$ cat src/rtl/hilo_div_ctrl_pkg.sv
`default_nettype none
// +----------------------------------------------------------------------------+
// | Module      : hilo_div_ctrl_pkg                                            |
// | Description : Shared types and constants for the HI/LO divide controller:  |
// |               operation encodings, FSM state enum, default datapath width  |
// |               and the divide-by-zero LO fill value.                        |
// | Revision    : 1.0 - initial release                                        |
// +----------------------------------------------------------------------------+
package hilo_div_ctrl_pkg;

    // Datapath width shared by the controller and the divider it drives
    localparam int DEF_WIDTH = 32;

    // HI/LO-class operation encodings as presented by EX
    localparam logic [1:0] OP_DIVU = 2'd0;
    localparam logic [1:0] OP_DIV  = 2'd1;
    localparam logic [1:0] OP_MTHI = 2'd2;
    localparam logic [1:0] OP_MTLO = 2'd3;

    // On a zero divisor every LO bit is set to this value (LO = all ones)
    localparam logic DIV0_LO_FILL = 1'b1;

    // Controller FSM states
    typedef enum logic [2:0] {
        ST_IDLE    = 3'd0,
        ST_START   = 3'd1,
        ST_WAIT_HI = 3'd2,
        ST_WAIT_LO = 3'd3,
        ST_DRAIN   = 3'd4
    } state_t;

endpackage
`default_nettype wire

$ cat src/rtl/hilo_div_ctrl_if.sv
`default_nettype none
// +----------------------------------------------------------------------------+
// | Module      : hilo_div_ctrl_if                                             |
// | Description : Start/busy handshake between the HI/LO controller (master)   |
// |               and the iterative unsigned divider (slave).                  |
// | Revision    : 1.0 - initial release                                        |
// +----------------------------------------------------------------------------+
interface hilo_div_ctrl_if
    import hilo_div_ctrl_pkg::*;
#(
    parameter int WIDTH = DEF_WIDTH
);
    logic             div_start;
    logic [WIDTH-1:0] div_dividend;
    logic [WIDTH-1:0] div_divisor;
    logic             div_busy;
    logic [WIDTH-1:0] div_q;
    logic [WIDTH-1:0] div_r;

    modport master (
        output div_start,
        output div_dividend,
        output div_divisor,
        input  div_busy,
        input  div_q,
        input  div_r
    );

    modport slave (
        input  div_start,
        input  div_dividend,
        input  div_divisor,
        output div_busy,
        output div_q,
        output div_r
    );
endinterface
`default_nettype wire

$ cat src/rtl/hilo_div_ctrl_div_sign_fix.sv
`default_nettype none
// +----------------------------------------------------------------------------+
// | Module      : hilo_div_ctrl_div_sign_fix                                   |
// | Description : Combinational conditional two's-complement negate. Used both |
// |               to turn signed operands into magnitudes and to re-apply the  |
// |               sign to the unsigned quotient/remainder.                     |
// | Revision    : 1.0 - initial release                                        |
// +----------------------------------------------------------------------------+
module hilo_div_ctrl_div_sign_fix #(
    parameter int WIDTH = 32
) (
    input  logic [WIDTH-1:0] value,
    input  logic             negate,
    output logic [WIDTH-1:0] result
);
    // Negation wraps, so the most negative value maps onto itself
    assign result = negate ? ((~value) + WIDTH'(1)) : value;
endmodule
`default_nettype wire

$ cat src/rtl/hilo_div_ctrl.sv
`default_nettype none
// +----------------------------------------------------------------------------+
// | Module      : hilo_div_ctrl                                                |
// | Description : EX-stage requester for the iterative divider. Accepts        |
// |               DIV/DIVU/MTHI/MTLO, launches the divider, stalls the pipe    |
// |               until the result is back, corrects signs and owns HI/LO.     |
// |               Build option: DIV_SIGNED_EN - when defined, op DIV performs  |
// |               signed division; otherwise DIV behaves exactly like DIVU.    |
// | Revision    : 1.0 - initial release                                        |
// +----------------------------------------------------------------------------+
module hilo_div_ctrl
    import hilo_div_ctrl_pkg::*;
#(
    parameter int WIDTH = DEF_WIDTH,
    parameter int ITER  = 32
) (
    input  wire logic             clk,
    input  wire logic             reset,
    input  wire logic             op_valid,
    input  wire logic [1:0]       op,
    input  wire logic [WIDTH-1:0] rs_val,
    input  wire logic [WIDTH-1:0] rt_val,
    input  wire logic             flush,
    output logic                  stall,
    output logic [WIDTH-1:0]      hi,
    output logic [WIDTH-1:0]      lo,
    hilo_div_ctrl_if.master       div
);

    // Watchdog bound: a divide or a drain never keeps us out of IDLE longer than this
    localparam int               WD_W     = $clog2(ITER + 8) + 1;
    localparam logic [WD_W-1:0]  WD_LIMIT = WD_W'(ITER + 4);

    state_t           r_state;
    state_t           w_state_nxt;
    logic [WIDTH-1:0] r_dividend;
    logic [WIDTH-1:0] r_divisor;
    logic             r_q_neg;
    logic             r_r_neg;
    logic [WD_W-1:0]  r_wd_cnt;

    logic             w_is_div;
    logic             w_rt_zero;
    logic             w_rs_neg;
    logic             w_rt_neg;
    logic [WIDTH-1:0] w_rs_mag;
    logic [WIDTH-1:0] w_rt_mag;
    logic [WIDTH-1:0] w_q_fix;
    logic [WIDTH-1:0] w_r_fix;

    logic             w_stall;
    logic             w_start;
    logic             w_accept;
    logic             w_capture;
    logic             w_div0;
    logic             w_mthi;
    logic             w_mtlo;

    assign w_is_div  = (op == OP_DIVU) || (op == OP_DIV);
    assign w_rt_zero = (rt_val == '0);

`ifdef DIV_SIGNED_EN
    // Only DIV looks at operand signs; DIVU operands are already magnitudes
    assign w_rs_neg = (op == OP_DIV) && rs_val[WIDTH-1];
    assign w_rt_neg = (op == OP_DIV) && rt_val[WIDTH-1];
`else
    // Unsigned-only build: DIV is a DIVU, operands pass straight through
    assign w_rs_neg = 1'b0;
    assign w_rt_neg = 1'b0;
`endif

    hilo_div_ctrl_div_sign_fix #(.WIDTH(WIDTH)) u_fix_rs (
        .value  (rs_val),
        .negate (w_rs_neg),
        .result (w_rs_mag)
    );

    hilo_div_ctrl_div_sign_fix #(.WIDTH(WIDTH)) u_fix_rt (
        .value  (rt_val),
        .negate (w_rt_neg),
        .result (w_rt_mag)
    );

    hilo_div_ctrl_div_sign_fix #(.WIDTH(WIDTH)) u_fix_q (
        .value  (div.div_q),
        .negate (r_q_neg),
        .result (w_q_fix)
    );

    hilo_div_ctrl_div_sign_fix #(.WIDTH(WIDTH)) u_fix_r (
        .value  (div.div_r),
        .negate (r_r_neg),
        .result (w_r_fix)
    );

    // Next-state, stall, start pulse and HI/LO write enables
    always_comb begin
        w_state_nxt = r_state;
        w_stall     = 1'b0;
        w_start     = 1'b0;
        w_accept    = 1'b0;
        w_capture   = 1'b0;
        w_div0      = 1'b0;
        w_mthi      = 1'b0;
        w_mtlo      = 1'b0;
        case (r_state)
            ST_IDLE: begin
                if (op_valid) begin
                    if (w_is_div) begin
                        if (w_rt_zero) begin
                            w_div0 = 1'b1;
                        end else begin
                            w_accept    = 1'b1;
                            w_stall     = 1'b1;
                            w_state_nxt = ST_START;
                        end
                    end else if (op == OP_MTHI) begin
                        w_mthi = 1'b1;
                    end else begin
                        w_mtlo = 1'b1;
                    end
                end
            end
            ST_START: begin
                w_stall     = 1'b1;
                w_start     = 1'b1;
                w_state_nxt = flush ? ST_DRAIN : ST_WAIT_HI;
            end
            ST_WAIT_HI: begin
                w_stall = 1'b1;
                if (flush) begin
                    w_state_nxt = ST_DRAIN;
                end else if (div.div_busy) begin
                    w_state_nxt = ST_WAIT_LO;
                end
            end
            ST_WAIT_LO: begin
                w_stall = 1'b1;
                // Flush beats a coincident busy-fall; if busy is already low there is nothing to drain
                if (flush) begin
                    w_state_nxt = div.div_busy ? ST_DRAIN : ST_IDLE;
                end else if (!div.div_busy) begin
                    w_capture   = 1'b1;
                    w_state_nxt = ST_IDLE;
                end
            end
            ST_DRAIN: begin
                w_stall = 1'b1;
                if (!div.div_busy) begin
                    w_state_nxt = ST_IDLE;
                end
            end
            default: begin
                w_state_nxt = ST_IDLE;
            end
        endcase
    end

    // FSM state register
    always_ff @(posedge clk or posedge reset) begin
        if (reset) begin
            r_state <= ST_IDLE;
        end else begin
            r_state <= w_state_nxt;
        end
    end

    // Operand magnitudes and result sign flags, latched when a divide is accepted
    always_ff @(posedge clk or posedge reset) begin
        if (reset) begin
            r_dividend <= '0;
            r_divisor  <= '0;
            r_q_neg    <= 1'b0;
            r_r_neg    <= 1'b0;
        end else if (w_accept) begin
            r_dividend <= w_rs_mag;
            r_divisor  <= w_rt_mag;
            r_q_neg    <= w_rs_neg ^ w_rt_neg;
            r_r_neg    <= w_rs_neg;
        end
    end

    // Architectural HI/LO: divide result, divide-by-zero result or MTHI/MTLO
    always_ff @(posedge clk or posedge reset) begin
        if (reset) begin
            hi <= '0;
            lo <= '0;
        end else if (w_capture) begin
            hi <= w_r_fix;
            lo <= w_q_fix;
        end else if (w_div0) begin
            hi <= rs_val;
            lo <= {WIDTH{DIV0_LO_FILL}};
        end else if (w_mthi) begin
            hi <= rs_val;
        end else if (w_mtlo) begin
            lo <= rs_val;
        end
    end

    // Watchdog: count cycles spent outside IDLE and flag a divider that never finishes
    always_ff @(posedge clk or posedge reset) begin
        if (reset) begin
            r_wd_cnt <= '0;
        end else begin
            if (r_state == ST_IDLE) begin
                r_wd_cnt <= '0;
            end else if (r_wd_cnt != {WD_W{1'b1}}) begin
                r_wd_cnt <= r_wd_cnt + 1'b1;
            end
            assert (r_wd_cnt <= WD_LIMIT);
        end
    end

    assign stall            = w_stall;
    assign div.div_start    = w_start;
    assign div.div_dividend = r_dividend;
    assign div.div_divisor  = r_divisor;

endmodule
`default_nettype wire

$ cat src/flat_wrapper.sv
// flat-port wrapper written by rule: the top's interface ports become plain ports
module hilo_div_ctrl_flat import hilo_div_ctrl_pkg::*;
#(
    parameter int WIDTH = DEF_WIDTH,
    parameter int ITER  = 32
)
  (clk, reset, op_valid, op, rs_val, rt_val, flush, stall, hi, lo, div_div_start, div_div_dividend, div_div_divisor, div_div_busy, div_div_q, div_div_r);
  hilo_div_ctrl_if #(.WIDTH(WIDTH)) div_i ();
  input  wire logic clk;
  input  wire logic reset;
  input  wire logic op_valid;
  input  wire logic [1:0] op;
  input  wire logic [WIDTH-1:0] rs_val;
  input  wire logic [WIDTH-1:0] rt_val;
  input  wire logic flush;
  output logic stall;
  output logic [WIDTH-1:0] hi;
  output logic [WIDTH-1:0] lo;
  output wire logic [$bits(div_i.div_start)-1:0] div_div_start;
  output wire logic [$bits(div_i.div_dividend)-1:0] div_div_dividend;
  output wire logic [$bits(div_i.div_divisor)-1:0] div_div_divisor;
  input wire logic [$bits(div_i.div_busy)-1:0] div_div_busy;
  input wire logic [$bits(div_i.div_q)-1:0] div_div_q;
  input wire logic [$bits(div_i.div_r)-1:0] div_div_r;
  assign div_div_start = div_i.div_start;
  assign div_div_dividend = div_i.div_dividend;
  assign div_div_divisor = div_i.div_divisor;
  assign div_i.div_busy = div_div_busy;
  assign div_i.div_q = div_div_q;
  assign div_i.div_r = div_div_r;
  hilo_div_ctrl #(.WIDTH(WIDTH), .ITER(ITER)) u_core (.clk(clk), .reset(reset), .op_valid(op_valid), .op(op), .rs_val(rs_val), .rt_val(rt_val), .flush(flush), .stall(stall), .hi(hi), .lo(lo), .div(div_i));
endmodule
$ cat config.mk
export PLATFORM = sky130hd
export DESIGN_NAME = hilo_div_ctrl_flat
export DESIGN_NICKNAME = d
export VERILOG_FILES = /design/src/rtl/hilo_div_ctrl_pkg.sv /design/src/rtl/hilo_div_ctrl_if.sv /design/src/rtl/hilo_div_ctrl_div_sign_fix.sv /design/src/rtl/hilo_div_ctrl.sv /design/src/flat_wrapper.sv
export SDC_FILE = /design/constraint.sdc
export NUM_CORES = 1
export LEC_CHECK = 0
export BUFFER_PORTS_ARGS = -buffer_cell sky130_fd_sc_hd__clkbuf_2
export CORE_MARGIN = 3
export CORE_UTILIZATION = 48
export DETAILED_ROUTE_END_ITERATION = 10
export PLACE_DENSITY = 0.88
export SYNTH_ARGS = -nofsm -noshare
export SYNTH_HDL_FRONTEND = slang
export SYNTH_HIERARCHICAL = 1
export SYNTH_SLANG_ARGS = --single-unit
$ cat constraint.sdc
create_clock -name clk -period 4 [get_ports clk]
set_input_delay 0.4 -clock clk [delete_from_list [all_inputs] [get_ports clk]]
set_output_delay 0.4 -clock clk [all_outputs]
set_load 0.1 [all_outputs]
==> Word-level counts from Yosys, hierarchy flattened <==
Index checks and enable logic that the tools add are counted.
{ "totals": {"reg_bits": 131, "in_bits": 135, "output_inout_bits": 130, "word_cells": 63} }
{ "classes": {"n_eq_ne": 11, "muxes": 38, "reduce_logical": 9} }
{ "ops": {"columns": ["operator", "count"], "rows": [
  ["2-to-1 mux 32 bit", 7],
  ["logical NOT 32 bit", 1],
  ["2-to-1 mux 3 bit", 9],
  ["2-to-1 mux 1 bit", 20],
  ["one-hot mux 3 bit (5 select lines)", 1],
  ["equality test 3 x 2 -> 1 bit, second input constant", 2],
  ["nonzero test 3 bit", 2],
  ["inequality test 2 bit, second input constant", 2],
  ["AND reduction 4 bit", 1],
  ["OR reduction 4 bit", 1],
  ["equality test 3 x 1 -> 1 bit, second input constant", 1],
  ["equality test 3 bit, second input constant", 1],
  ["logical NOT 3 bit", 1],
  ["inequality test 3 x 1 -> 1 bit, second input constant", 1],
  ["inequality test 3 bit, second input constant", 1],
  ["equality test 2 x 1 -> 1 bit, second input constant", 1],
  ["equality test 2 bit, second input constant", 1],
  ["logical NOT 2 bit", 1],
  ["inequality test 2 x 1 -> 1 bit, second input constant", 1],
  ["one-hot mux 1 bit (2 select lines)", 1],
  ["AND reduction 2 bit", 1],
  ["logical OR 1 bit", 1]
]} }

==> Depth between registers and ports, before layout <==
{ "logic_depth": {"word_depth": 9, "ltp_mapped": 9, "depth_no_buf": 9} }

==> Hierarchy <==
Netlist, hierarchy kept.
{ "modules_own_cells": {"columns": ["mod", "n_inst", "cells_each", "area_per_inst_um2"], "rows": [
  ["hilo_div_ctrl", 1, 464, 5814.3],
  ["hilo_div_ctrl_div_sign_fix", 4, 99, 777.0]
]} }

==> Worst setup path after synthesis <==
Ideal clock, no wire load.
{ "synth_timing": {"path_kind": "register to output", "from": "register u_core.r_state[2]", "to": "output port div_div_start", "t_arrival_ns": 2.721, "required_time_ns": 3.600, "setup_slack_ns": 0.879, "stages_incl_launch_ff": 3, "path_buffers": 1, "path_cell_list": "dfrtp_1 -> buf_2 -> nor3b_1"} }
{ "synth_between": {"elab_chain_len": 2} }
{ "synth_lines": {"columns": ["item", "line_no", "rtl"], "rows": [
  ["start: declaration", "hilo_div_ctrl.sv:34", "state_t r_state;"],
  ["start signal: assignment", "hilo_div_ctrl.sv:164", "r_state <= w_state_nxt;"],
  ["equality test 3 x 1 -> 1 bit", "hilo_div_ctrl.sv:106", "case (r_state)"],
  ["2-to-1 mux 1 bit", "hilo_div_ctrl.sv:106", null],
  ["end: declaration", "flat_wrapper.sv:19", "output wire logic [$bits(div_i.div_start)-1:0] div_div_start;"]
]} }
No other way between the ends.

==> Worst setup path in the final report <==
{ "layout_timing": {"from": "register u_core.r_state[1]", "to": "output port stall"} }
{ "layout_between": {"elab_chain_len": 3, "elab_cells_between_ends": 7, "classes_between": "eq/ne (4); mux (1); reduce/logical (2)"} }
{ "layout_lines": {"columns": ["item", "line_no", "rtl"], "rows": [
  ["equality test 3 x 1 -> 1 bit, or another cell as far along", "hilo_div_ctrl.sv:106", null],
  ["OR reduction 4 bit (no line)", null, null],
  ["one-hot mux 1 bit (2 select lines) (*)", "hilo_div_ctrl.sv:106", null],
  ["end: declaration", "flat_wrapper.sv:16", "output logic stall;"]
]} }
Every way passes the cells marked *; elsewhere a longest branch is shown, timed or not.

==> results_tabular.tex <==
\begin{tabular}{lr}
\hline
Metric & Value \\
\hline
\multicolumn{2}{l}{\textbf{Outcome}} \\
\quad Outcome & finished clean \\
\multicolumn{2}{l}{\textbf{STA}} \\
\quad Worst clock skew & approximately 0.0088 ns \\
\quad Relative slew slack & 27.1\% \\
\quad RSZ-0062 raised after global routing & no \\
\quad Final setup fails & 0 \\
\quad Max frequency & 352 MHz \\
\quad Measured slew at the worst slew-check pin & 1.09 ns \\
\quad Max-slew violation count & 0 \\
\quad Share of the cycle needed by the critical path after routing & 71.0\% \\
\quad Sum of negative setup slack & 0 ns \\
\quad Hold slack final & 0.219 ns \\
\quad Final hold violation count & 0 \\
\quad Time the worst path needs with I/O delays and setup & 2.84 ns \\
\multicolumn{2}{l}{\textbf{Power}} \\
\quad Psw & 0.00603 W \\
\quad Combinational fraction of design power & 61.6\% \\
\quad Power density over the cells & 904 nW/µm² \\
\quad Clock power share & 15.9\% \\
\quad Internal power summed over all cells & a little under 0.004 W \\
\quad Worst vdd ir & approximately 0.00096 V \\
\quad Sequential power share & between 20 and 25\% \\
\quad Leakage & 4.98 nW \\
\quad Proportion of total power due to net switching & 60.5\% \\
\multicolumn{2}{l}{\textbf{Detailed routing}} \\
\quad Routed wire length & 27.8 mm \\
\quad Detailed-routing iteration count for the pre-antenna-repair pass & 6 \\
\quad Total via count in the routed design & approximately 8300 \\
\quad Post-DR vias/cell & 6.10 \\
\quad Starting DRC count in detailed routing & 559 \\
\quad Number of remaining DRC errors & 0 \\
\quad ANT nets after route & 0 \\
\quad WL per Instance & about 20 µm \\
\multicolumn{2}{l}{\textbf{Finish}} \\
\quad Commonest cells after routing, fill and taps aside & 264 x clkbuf\_2, 131 x dfrtp\_1, 120 x xnor2\_1 \\
\quad Fraction of layout instances using a drive strength above 1 & 37.1\% \\
\quad Area added between synthesis and finish & 23.6\% \\
\quad Final layout net count & 1258 \\
\quad Most common library cell in the layout ignoring fill and taps & clkbuf\_2 \\
\quad Count of antenna diodes in the layout & 0 \\
\multicolumn{2}{l}{\textbf{Clock network}} \\
\quad Cell at the root of the clock tree & clkbuf\_16 \\
\quad Number of buffers on the longest clock path & 2 \\
\quad H-tree depth & 4 \\
\quad Hold Buf Count CTS & 0 \\
\quad Clock latency on the worst-skew pair & 0.41 ns \\
\quad Sinks on Clock Net & 131 \\
\quad CTS clk-pin slew, worst paths & 0.06 ns \\
\quad Buffers inserted by post-CTS timing repair & 0 \\
\quad CTS tree & built \\
\quad Post-CTS Resized & 0 \\
\quad Clock buffer count from CTS & 17 \\
\multicolumn{2}{l}{\textbf{Global routing}} \\
\quad First-pass GRT wire length & $\sim$43 mm \\
\quad GRT Util Overall & 26.7\% \\
\quad Pin count of the biggest net entering global routing & 85 \\
\quad Number of antenna violations at the first check in global routing & 0 \\
\quad Leftover overflow at the end of global routing & 0 \\
\quad Via count of the first global-routing pass & between 8000 and 9000 \\
\multicolumn{2}{l}{\textbf{Synth}} \\
\quad Post-synth top flop & dfrtp\_1 \\
\quad Number of warning messages in the yosys log & 6 \\
\quad Asr flop ratio synth & 100\% \\
\quad Number of synthesized register bits & between 100 and 150 \\
\quad Sequential share of the synthesized area & a little under two fifths \\
\quad Number of synthesized flops with an enable pin & 0 \\
\quad Post-Synthesis Cell Area & 8920 µm² \\
\quad Avg Synthesized Cell Area & 10.4 µm² \\
\quad Number of instances in the synthesized netlist & 860 \\
\quad Number of distinct library cell variants in the gate-level netlist after synthesis & 43 \\
\multicolumn{2}{l}{\textbf{Floorplan}} \\
\quad Rows & 49 \\
\quad I/O pin cnt & 265 \\
\quad Placeable Area & about 18000 µm² \\
\quad Initial cell density of the core & 49.3\% \\
\quad Vertical die dimension & 142 µm \\
\quad DIE AREA & 20300 µm² \\
\quad Chip Width & 142 µm \\
\multicolumn{2}{l}{\textbf{Setup path}} \\
\quad Crit path largest cell delay & 0.62 ns \\
\quad WP data required & 3.60 ns \\
\quad CP max stage cell & or3\_2 \\
\quad Data arrival time at the worst-slack endpoint & approximately 2.4 ns \\
\quad Critical path startpoint category & register \\
\quad Start-to-end type of the worst setup path & register to output port \\
\quad CP Cell Sequence & nor2\_4 > nand3b\_2 > or3\_2 > nand2\_1 > clkbuf\_2 \\
\quad Kind of end point of the critical path & output port \\
\quad Biggest fanout along the worst timing path & 13 \\
\multicolumn{2}{l}{\textbf{Place}} \\
\quad Routability cong. & 0.965 \\
\quad Half-perimeter wire length after detailed placement & 20.8 mm \\
\quad PortBufs & 264 \\
\multicolumn{2}{l}{\textbf{Run}} \\
\quad Max cap viols & 0 \\
\multicolumn{2}{l}{\textbf{Worst hold path}} \\
\quad Worst min path class & input port to asynchronous set/reset pin \\
\hline
\end{tabular}
[Yosys cell counts (6+ instances only)]
master,number,area [µm²]
a21o_1,32,240
a221o_1,32,320
buf_1,8,30.0
buf_2,23,115
clkbuf_1,13,48.8
dfrtp_1,131,3280
inv_1,9,33.8
mux2_2,64,721
nand2_1,111,417
nand2b_1,12,75.1
nand3_1,12,60.1
nand3b_1,6,45.0
nand4_1,14,87.6
nor2_1,6,22.5
nor3_1,11,55.1
nor4_1,16,100
nor4_4,17,362
o21ai_0,69,345
o221a_1,30,338
o31ai_1,33,248
o41ai_1,20,175
o41ai_2,16,260
or2b_1,8,60.1
or3_1,7,43.8
xnor2_1,120,1050
[power by group through the flow]
stage,Combinational [W],Clock [W],Sequential (W)
finish,0.00614,0.00159,0.00224
global route,0.00632,0.00169,0.00231
CTS,0.00613,0.00163,0.00224
detailed placement,0.00613,0,0.00225
global placement,0.00609,0,0.00223
floorplan,0.00107,0,0.00623
[stage by stage]
stage          cells  area, µm²  worst slack (ns)  power [W]  utilization [%]
6_report        1360      11000              1.16    0.00997             61.0
3_5_place_dp    1329      10400              1.26    0.00838             57.7
4_1_cts         1360      11000              1.14     0.0100             61.0
5_1_grt         1360      11000              1.02     0.0103             61.0
2_1_floorplan    879       8990             0.102    0.00730                -
3_3_place_gp    1329      10400              1.32    0.00831             57.7
[cells by family (layout without fill, tap and decap cells)]
family	Yosys count	count (layout)	synth area share, %
buf+inv	63	315	3.60
other cells	1	20	0.0420
mux	64	64	8.08
fa+ha+maj	4	4	0.561
compound gates	237	237	22.1
flops	131	131	36.7
xor+xnor	121	121	11.9
simple gates	239	239	17.0
[state kept, by name (all words and copies together), names as in the netlist]
register,cells
u_core/hi,32
u_core/r_state,3
u_core/div.div_dividend,32
u_core/lo,32
u_core/div.div_divisor,32
[layout make-up]
cell class / instances / area [µm²]
fill: 1517 / 7060
multi-input combinational: 685 / 5410
sequential: 131 / 3280
timing repair buffer: 275 / 1420
clock buffer: 21 / 460
tap: 229 / 287
clock inverter: 10 / 133
inverter: 9 / 36.3
[metal layers]
metal	track usage [%]	vias up	share of wire (%)
met5	0	-	0
met4	10.9	0	3.3
met3	6.85	61	9.0
met2	43.7	497	48
met1	34.0	3987	40
li1	-	3745	-
[critical path: cells and delay by family, from the launching register on]
kind	cells	cell delay, ns
DFF	1	0.47
buffers and inverters	1	0.46
and+or+nand+nor	4	1.11
[path summary, 6_finish.rpt]
check | from | end | slack (ns) | cells past startpoint
hold / removal | reset | u_core/div.div_divisor[20] | 0.22 | 2
min in group clk | flush | u_core/r_state[1] | 0.23 | 2
max in group asynchronous | reset | u_core/div.div_divisor[10] | 2.81 | 3
hold reg to reg | u_core/lo[0] | u_core/lo[0] | 0.47 | 1
setup / recovery | u_core/r_state[1] | stall | 1.16 | 5
setup reg to reg | u_core/r_state[1] | u_core/div.div_dividend[11] | 1.80 | 5
Note: power is estimated with default switching activity, not from simulation.
